===== config.mk =====
export PLATFORM = sky130hd
export DESIGN_NAME = fr_weight_sequencer
export DESIGN_NICKNAME = d
export VERILOG_FILES = /design/src/rtl/cfnp_pkg.sv /design/src/rtl/fr_dual_mac.sv /design/src/rtl/fr_weight_sequencer.sv
export SDC_FILE = /design/constraint.sdc
export NUM_CORES = 2
export LEC_CHECK = 0
export CORE_ASPECT_RATIO = 2
export CORE_MARGIN = 2
export CORE_UTILIZATION = 38
export DETAILED_ROUTE_END_ITERATION = 10
export SETUP_SLACK_MARGIN = 0.15
export SLEW_MARGIN = 20
export SYNTH_ARGS = -nofsm -noshare
export SYNTH_HDL_FRONTEND = slang
export SYNTH_SLANG_ARGS = --single-unit
export TNS_END_PERCENT = 30

===== constraint.sdc =====
create_clock -name clk -period 23.4 [get_ports clk]
set_clock_uncertainty 0.15 [all_clocks]
set_input_delay 5.85 -clock clk [delete_from_list [all_inputs] [get_ports clk]]
set_output_delay 5.85 -clock clk [all_outputs]
set_load 0.05 [all_outputs]

===== src/rtl/cfnp_pkg.sv =====
// Shared constants, FSM state type and rounding helper for the CFNP
// feature-recalibration datapath.
package cfnp_pkg;

  localparam int FR_N_OUT = 5;
  localparam int FR_N_IN  = 21;
  localparam int FR_FRAC  = 10;
  localparam int FR_ACC_W = 40;

  typedef enum logic [2:0] {
    FR_IDLE  = 3'd0,
    FR_RUN   = 3'd1,
    FR_DRAIN = 3'd2,
    FR_EMIT  = 3'd3,
    FR_FIN   = 3'd4
  } fr_seq_state_t;

  // Round half up on the fixed-point boundary, then clamp to the int16 range.
  function automatic logic signed [15:0] sat_round16(input longint acc, input int frac);
    longint r;
    r = (acc + (longint'(1) <<< (frac - 1))) >>> frac;
    if (r > longint'(32767)) begin
      sat_round16 = 16'sh7FFF;
    end else if (r < -longint'(32768)) begin
      sat_round16 = 16'sh8000;
    end else begin
      sat_round16 = r[15:0];
    end
  endfunction

endpackage


===== src/rtl/fr_dual_mac.sv =====
// Twin multiply-accumulate lane for the mean and variance weights, with
// product registers, wide accumulators and round/saturate on the result.
module fr_dual_mac
  import cfnp_pkg::*;
#(
  parameter int FRAC  = FR_FRAC,
  parameter int ACC_W = FR_ACC_W
) (
  input  logic               clk,
  input  logic               rst,
  input  logic               clr,
  input  logic               en,
  input  logic signed [15:0] x_i,
  input  logic signed [15:0] wm_i,
  input  logic signed [15:0] wv_i,
  output logic signed [15:0] res_m_o,
  output logic signed [15:0] res_v_o
);

  logic signed [31:0]      p_m_q, p_m_d;
  logic signed [31:0]      p_v_q, p_v_d;
  logic                    p_vld_q, p_vld_d;
  logic signed [ACC_W-1:0] acc_m_q, acc_m_d;
  logic signed [ACC_W-1:0] acc_v_q, acc_v_d;

  always_comb begin
    p_m_d   = p_m_q;
    p_v_d   = p_v_q;
    p_vld_d = en;
    if (en) begin
      p_m_d = x_i * wm_i;
      p_v_d = x_i * wv_i;
    end
  end

  // A clear always wins: it only coincides with idle product slots anyway.
  always_comb begin
    acc_m_d = acc_m_q;
    acc_v_d = acc_v_q;
    if (clr) begin
      acc_m_d = '0;
      acc_v_d = '0;
    end else if (p_vld_q) begin
      acc_m_d = acc_m_q + {{(ACC_W-32){p_m_q[31]}}, p_m_q};
      acc_v_d = acc_v_q + {{(ACC_W-32){p_v_q[31]}}, p_v_q};
    end
  end

  always_ff @(posedge clk) begin
    if (rst) begin
      p_m_q   <= '0;
      p_v_q   <= '0;
      p_vld_q <= 1'b0;
      acc_m_q <= '0;
      acc_v_q <= '0;
    end else begin
      p_m_q   <= p_m_d;
      p_v_q   <= p_v_d;
      p_vld_q <= p_vld_d;
      acc_m_q <= acc_m_d;
      acc_v_q <= acc_v_d;
    end
  end

  assign res_m_o = sat_round16(longint'(acc_m_q), FRAC);
  assign res_v_o = sat_round16(longint'(acc_v_q), FRAC);

endmodule


===== src/rtl/fr_weight_sequencer.sv =====
// Walks the FR weight memory row by row, feeding the dual MAC and emitting
// one rounded mean/variance result pair per output filter.
module fr_weight_sequencer
  import cfnp_pkg::*;
#(
  parameter int N_OUT = FR_N_OUT,
  parameter int N_IN  = FR_N_IN,
  parameter int FRAC  = FR_FRAC,
  parameter int ACC_W = FR_ACC_W
) (
  input  logic               clk,
  input  logic               rst,
  input  logic               start,
  output logic [4:0]         x_addr,
  input  logic signed [15:0] x_data,
  output logic               w_start,
  output logic [2:0]         w_out_m,
  output logic [2:0]         w_out_v,
  output logic [4:0]         w_in,
  input  logic signed [15:0] w_m,
  input  logic signed [15:0] w_v,
  input  logic               w_done,
  output logic [2:0]         out_idx,
  output logic signed [15:0] out_m,
  output logic signed [15:0] out_v,
  output logic               out_valid,
  output logic               busy,
  output logic               done
);

  fr_seq_state_t state_q, state_d;
  logic [2:0]    o_q, o_d;
  logic [4:0]    i_q, i_d;
  logic          mac_clr;
  logic          mac_en;

  logic signed [15:0] res_m, res_v;
  logic signed [15:0] out_m_q, out_m_d;
  logic signed [15:0] out_v_q, out_v_d;
  logic [2:0]         out_idx_q, out_idx_d;
  logic               out_valid_q, out_valid_d;
  logic               done_q, done_d;

  always_comb begin
    state_d = state_q;
    o_d     = o_q;
    i_d     = i_q;
    mac_clr = 1'b0;
    mac_en  = 1'b0;
    case (state_q)
      FR_IDLE: begin
        if (start) begin
          state_d = FR_RUN;
          o_d     = '0;
          i_d     = '0;
          mac_clr = 1'b1;
        end
      end
      FR_RUN: begin
        if (w_done) begin
          mac_en = 1'b1;
          if (i_q == 5'(N_IN - 1)) begin
            state_d = FR_DRAIN;
          end else begin
            i_d = i_q + 5'd1;
          end
        end
      end
      FR_DRAIN: state_d = FR_EMIT;
      FR_EMIT: begin
        mac_clr = 1'b1;
        i_d     = '0;
        if (o_q == 3'(N_OUT - 1)) begin
          state_d = FR_FIN;
        end else begin
          o_d     = o_q + 3'd1;
          state_d = FR_RUN;
        end
      end
      FR_FIN:  state_d = FR_IDLE;
      default: state_d = FR_IDLE;
    endcase
  end

  // Results are captured on the EMIT edge and then held until the next EMIT.
  always_comb begin
    out_m_d     = out_m_q;
    out_v_d     = out_v_q;
    out_idx_d   = out_idx_q;
    out_valid_d = (state_q == FR_EMIT);
    done_d      = (state_q == FR_FIN);
    if (state_q == FR_EMIT) begin
      out_m_d   = res_m;
      out_v_d   = res_v;
      out_idx_d = o_q;
    end
  end

  always_ff @(posedge clk) begin
    if (rst) begin
      state_q     <= FR_IDLE;
      o_q         <= '0;
      i_q         <= '0;
      out_m_q     <= '0;
      out_v_q     <= '0;
      out_idx_q   <= '0;
      out_valid_q <= 1'b0;
      done_q      <= 1'b0;
    end else begin
      state_q     <= state_d;
      o_q         <= o_d;
      i_q         <= i_d;
      out_m_q     <= out_m_d;
      out_v_q     <= out_v_d;
      out_idx_q   <= out_idx_d;
      out_valid_q <= out_valid_d;
      done_q      <= done_d;
    end
  end

  fr_dual_mac #(
    .FRAC  (FRAC),
    .ACC_W (ACC_W)
  ) u_mac (
    .clk     (clk),
    .rst     (rst),
    .clr     (mac_clr),
    .en      (mac_en),
    .x_i     (x_data),
    .wm_i    (w_m),
    .wv_i    (w_v),
    .res_m_o (res_m),
    .res_v_o (res_v)
  );

  assign x_addr    = i_q;
  assign w_in      = i_q;
  assign w_out_m   = o_q;
  assign w_out_v   = o_q;
  assign w_start   = (state_q == FR_RUN);
  assign busy      = (state_q != FR_IDLE);
  assign out_m     = out_m_q;
  assign out_v     = out_v_q;
  assign out_idx   = out_idx_q;
  assign out_valid = out_valid_q;
  assign done      = done_q;

endmodule


== After elaboration in Yosys (flattened, before gate mapping) ==
Cells that the tools add are included.

* Input bits: 52
* Output and inout bits: 55
* Register bits: 193

* Reduce and logical (&&, ||, !) cells: 8
* $mul: 2
* Multiplexer cells: 20
* $lt $le $gt $ge: 4
* Eq/ne operators: 11
* Add/sub/neg operators: 6

{| class="wikitable"
|+ Operator list
! operator !! count
|-
| 40-bit by 11-bit adder with 41-bit output (second input constant) || 2
|-
| 40-bit adder || 2
|-
| 16-bit by 16-bit multiplier with 32-bit output || 2
|-
| 16-bit 2-to-1 mux || 4
|-
| 31-bit by 16-bit > comparator with 1-bit output (second input constant) || 2
|-
| 31-bit by 16-bit less-than comparator with 1-bit output (second input constant) || 2
|-
| 3-bit 2-to-1 mux || 6
|-
| 5-bit 2-to-1 mux || 3
|-
| 5-bit case mux with 3 select lines || 1
|-
| 3-bit case mux with 4 select lines || 1
|-
| 3-bit by 2-bit equality test with 1-bit output (second input constant) || 2
|-
| 3-bit equality test (second input constant) || 2
|-
| 2-bit != test (second input constant) || 3
|-
| 3-bit case mux with 2 select lines || 1
|-
| 3-bit AND reduction || 2
|-
| 3-bit nonzero test || 2
|-
| 5-bit by 1-bit adder with 5-bit output (second input constant) || 1
|-
| 5-bit equality test (second input constant) || 1
|-
| 2-bit by 1-bit != test with 1-bit output (second input constant) || 2
|-
| 4-bit AND reduction || 1
|-
| 3-bit by 1-bit adder with 3-bit output (second input constant) || 1
|-
| 3-bit by 1-bit equality test with 1-bit output (second input constant) || 1
|-
| 3-bit zero test || 1
|-
| 1-bit 2-to-1 mux || 3
|-
| other kinds (3) || 3
|}

== Logic depth before layout (Yosys ltp) ==
* Depth in word-level cells: 4
* Mapped depth: 26
* Mapped depth without buffers: 25

== By module ==
From an unflattened synthesis, not the netlist that was laid out.

* Cell total of the unflattened synthesis: 3770
* Area total of the unflattened synthesis: 32282.2 um^2

{| class="wikitable"
|+ By module, submodules not included
! module !! times used !! cells each !! area each (um^2) !! seq. area each (um^2)
|-
| fr_dual_mac || 1 || 3527 || 30280.3 || 2902.8
|-
| fr_weight_sequencer || 1 || 243 || 2001.9 || 960.9
|}

== Worst setup path after synthesis ==
OpenSTA, ideal clock, no wires.

* Kind: input to register
* From: in x_data[10]
* To: reg u_mac.p_v_q[30]
* Buffers on the path: 1
* Library setup time: 0.091 ns
* Setup slack: 11.385 ns
* Required time: 23.159 ns
* Data arrival time: 11.774 ns
* Stages: 21
* Cells stage by stage: clkbuf_1 nand2_1 fa_1 fa_1 fa_1 fa_1 inv_1 fa_1 fa_1 ha_1 a21o_1 a21o_1 a21o_1 a21oi_1 a21oi_1 a221o_1 a221o_1 a2111o_1 a21oi_2 nor2_1 a311oi_1

* Word-level cells in the longest chain between the ends: 1

{| class="wikitable"
|+ Ends and longest elaborated chain
! element !! line !! source
|-
| start, declared || fr_weight_sequencer.sv:15 || <nowiki>input logic signed [15:0] x_data,</nowiki>
|-
| 16-bit by 16-bit multiplier with 32-bit output || fr_dual_mac.sv:32 || <nowiki>p_v_d = x_i * wv_i;</nowiki>
|-
| end signal, assigned || fr_dual_mac.sv:58 || <nowiki>p_v_q <= p_v_d;</nowiki>
|-
| end, declared || fr_dual_mac.sv:21 || <nowiki>logic signed [31:0] p_v_q, p_v_d;</nowiki>
|}

No other way between the ends.
A chain may end at the register's enable or synchronous reset.

== Worst setup path after layout ==
* From: in w_m[1]
* To: reg u_mac.p_m_q[29]

* Word-level cells in the longest chain between the ends: 1

{| class="wikitable"
|+ Ends and longest elaborated chain
! element !! line !! source
|-
| start, declared || fr_weight_sequencer.sv:20 || <nowiki>input logic signed [15:0] w_m,</nowiki>
|-
| 16-bit by 16-bit multiplier with 32-bit output || fr_dual_mac.sv:31 || <nowiki>p_m_d = x_i * wm_i;</nowiki>
|-
| end signal, assigned || fr_dual_mac.sv:57 || <nowiki>p_m_q <= p_m_d;</nowiki>
|-
| end, declared || fr_dual_mac.sv:20 || <nowiki>logic signed [31:0] p_m_q, p_m_d;</nowiki>
|}

No other way between the ends.

==> qor.csv <==
stage;metric;value;unit
global_route;GRT overflow;0;
timing;Final WS setup;10.64;ns
critical_path;WS Path Type;in2reg;
global_route;initial antenna violation count;0;
place;port bufs;106;
clocking;Sink Count;193;
timing;Pins Over Slew Limit;0;
yosys;top cells by count, synth;inv_1 (625), fa_1 (526), nand2_1 (461);
clocking;clk root buf;clkbuf_16;
drt;Met1 Wirelength;34400;µm
yosys;synthesized area;31800;µm²
timing;relative slew slack;33.3;%
drt;highest routed metal layer;met4;
yosys;Post-synth top flop;dfxtp_1;
floorplan;die height;413;µm
critical_path;CP delay by family, top;adder cells;
critical_path;Critical Path Start Type;input port;
clocking;Post-CTS Resized;0;
yosys;leading area contributor after synthesis;fa_1;
yosys;Post-Synthesis Net Count;4551;
drt;vias post-DR;24890;
yosys;post-synthesis sequential area ratio;12.2;%
timing;Least-Margin Pin Slew;0.999;ns
drt;Vias/cell;5.20;
timing;worst hold slack;0.297;ns
yosys;Synth cell types;78;
critical_path;Crit path top cell by count;fa_1;
yosys;post-synth top area share;33.1;%
timing;setup TNS;0;ns
critical_path;CP bufs+invs;4;
yosys;Post-Syn Area per Cell;8.53;µm²
yosys;count leader, synth;inv_1;
timing;f_max;78.4;MHz
drt;initial DRC count;1263;
floorplan;Starting Density;38.2;%
floorplan;Rows;150;
yosys;#FFs+latches synth;193;
drt;DR pass1 iterations;6;
timing;Setup Viol. Count Final;0;
outcome;status;complete, no violations;
clocking;CTS Hold Bufs;0;
global_route;vias in the first global route;25619;
floorplan;die width;209;µm
critical_path;WP data required;23.60;ns
timing;Period Utilization, post-route;54.5;%
yosys;Mapped Cells;3725;
yosys;asr flop ratio synth;0;%
clocking;CTS tree;yes;
yosys;Synth warnings;0;
clocking;Clock Latency Late Sink;0.50;ns
global_route;first-pass GRT wire length;131000;µm
clocking;postcts setup bufs;0;
clocking;clk buf depth;2;
flow_run;number of max-cap violations;0;
timing;Final Critical Period;12.76;ns
floorplan;core area;83100;µm²
timing;Hold Vio Cnt, Final;0;
drt;# DRC;0;
finish;fin nets;4534;
clocking;clk slew on worst S/H paths;0.08;ns
global_route;largest net degree at the start of global routing;57;
place;routability cong.;0.871;
finish;ratio of cells with drive above 1 in the final layout;2.31;%
drt;wire per inst;16.3;µm
critical_path;Crit. End Element;register;
floorplan;Die ar.;86100;µm²
critical_path;CP Data Arrival Time;12.96;ns
floorplan;io pins;107;
drt;ANT nets after route;0;
place;Final HPWL DP;62100;µm
drt;WL met2;38400;µm
drt;DRT Wirelength;77900;µm
yosys;synth top area cells;fa_1 (33%), dfxtp_1 (12%), ha_1 (9.8%);
place;Place WS;10.19;ns
critical_path;CP peak stage delay;0.90;ns
drt;met3 wire length;3080;µm
yosys;EDFF count, synth;0;
global_route;overall global routing resource usage;18.8;%
critical_path;crit-path max FO;16;
min_path;Hold Path Class;reg2reg;
clocking;H-tree levels;4;
critical_path;CP cell instances;clkdlybuf4s50_1 -> nand2_1 -> inv_1 -> fa_1 -> fa_1 -> fa_1 -> fa_1 -> fa_1 -> inv_1 -> fa_1 -> inv_1 -> ha_1 -> a21oi_1 -> o21bai_1 -> a21oi_1 -> and3_1 -> a221o_1 -> a21oi_1 -> a21o_1 -> a21oi_1 -> xor2_1 -> o21ai_0;
finish;Core Util, Final;41.3;%
finish;Layout area overhead;8.13;%
timing;RSZ-0062 raised after global routing;false;
critical_path;slowest CP cell;fa_1;
clocking;CTS buffer count;17;
[sequential cells by signal, summed over array words and instances (netlist names), 3 cells and up]
register       count
u_mac.acc_v_q     40
u_mac.p_v_q       32
state_q            3
out_v             16
u_mac.acc_m_q     40
w_in               5
out_idx            3
u_mac.p_m_q       32
out_m             16
w_out_m            3
[cell type report]
| class | instances | area (µm²) |
|---|---|---|
| antenna | 2 | 5.00 |
| clock buffer | 18 | 450 |
| clock inverter | 11 | 179 |
| fill | 8354 | 48800 |
| inverter | 625 | 2350 |
| multi-input combinational | 2737 | 24900 |
| sequential | 193 | 3870 |
| tap | 1064 | 1330 |
| timing repair buffer | 134 | 1270 |
[layer usage]
| metal | global-route usage (%) | vias up |
|---|---|---|
| met1 | 24.4 | 12427 |
| met4 | 6.09 | 0 |
| met3 | 1.92 | 97 |
| li1 | - | 11777 |
| met5 | 0 | - |
| met2 | 32.6 | 589 |
[worst reg2reg max path, cell delays in order, from the launching register on]
cell and delay (ns):
dfxtp_1 0.33, ha_1 0.28, a21o_1 0.18, a21o_1 0.21, a31oi_1 0.35, o21ai_0 0.30, o311ai_1 0.69, o21bai_1 0.31
a31oi_1 0.49, mux2i_1 0.25, nand2_1 0.09, xnor2_1 0.16, nor2_1 0.05
[metrics by stage]
stage	cells	area, µm²
after detailed placement	4753	33700
final	4784	34400
after global routing	4782	34400
after floorplan	3725	31800
after global placement	4753	33700
after CTS	4782	34400
[kinds of logic after synthesis]
logic type,after synthesis,share of synthesized area [%]
AND/OR/NAND/NOR,1193,17.9
buffers and inverters,795,9.50
adder cells (fa/ha/maj),774,42.9
AO/OA/AOI/OAI,549,11.3
flip-flops,193,12.2
XOR/XNOR,173,4.77
multiplexers,48,1.52
[cell usage in the layout (no fill, tap or decap), types with 61 or more instances in the layout]
cell type / Yosys / final
xor2_1: 61 / 61
o21ai_0: 72 / 72
xnor2_1: 112 / 112
nor2_1: 227 / 225
a21oi_1: 167 / 167
dfxtp_1: 193 / 192
fa_1: 526 / 526
a21o_1: 91 / 91
nand3_1: 65 / 65
clkdlybuf4s50_1: 0 / 105
inv_1: 625 / 625
nand2_1: 461 / 459
and2_1: 262 / 262
ha_1: 248 / 248
[final timing paths]
path              slack (ns)  depth (start not counted)              from           endpoint
setup / recovery       10.64                         22            w_m[1]    u_mac.p_m_q[29]
hold / removal          0.30                          2          out_v[7]           out_v[7]
setup reg to reg       19.45                         12  u_mac.acc_v_q[1]  u_mac.acc_v_q[39]
hold reg to reg         0.30                          2          out_v[7]           out_v[7]
Power is left out: the tool's default activity adds up to more than one toggle a clock period on the data nets, which glitch-free logic cannot reach.
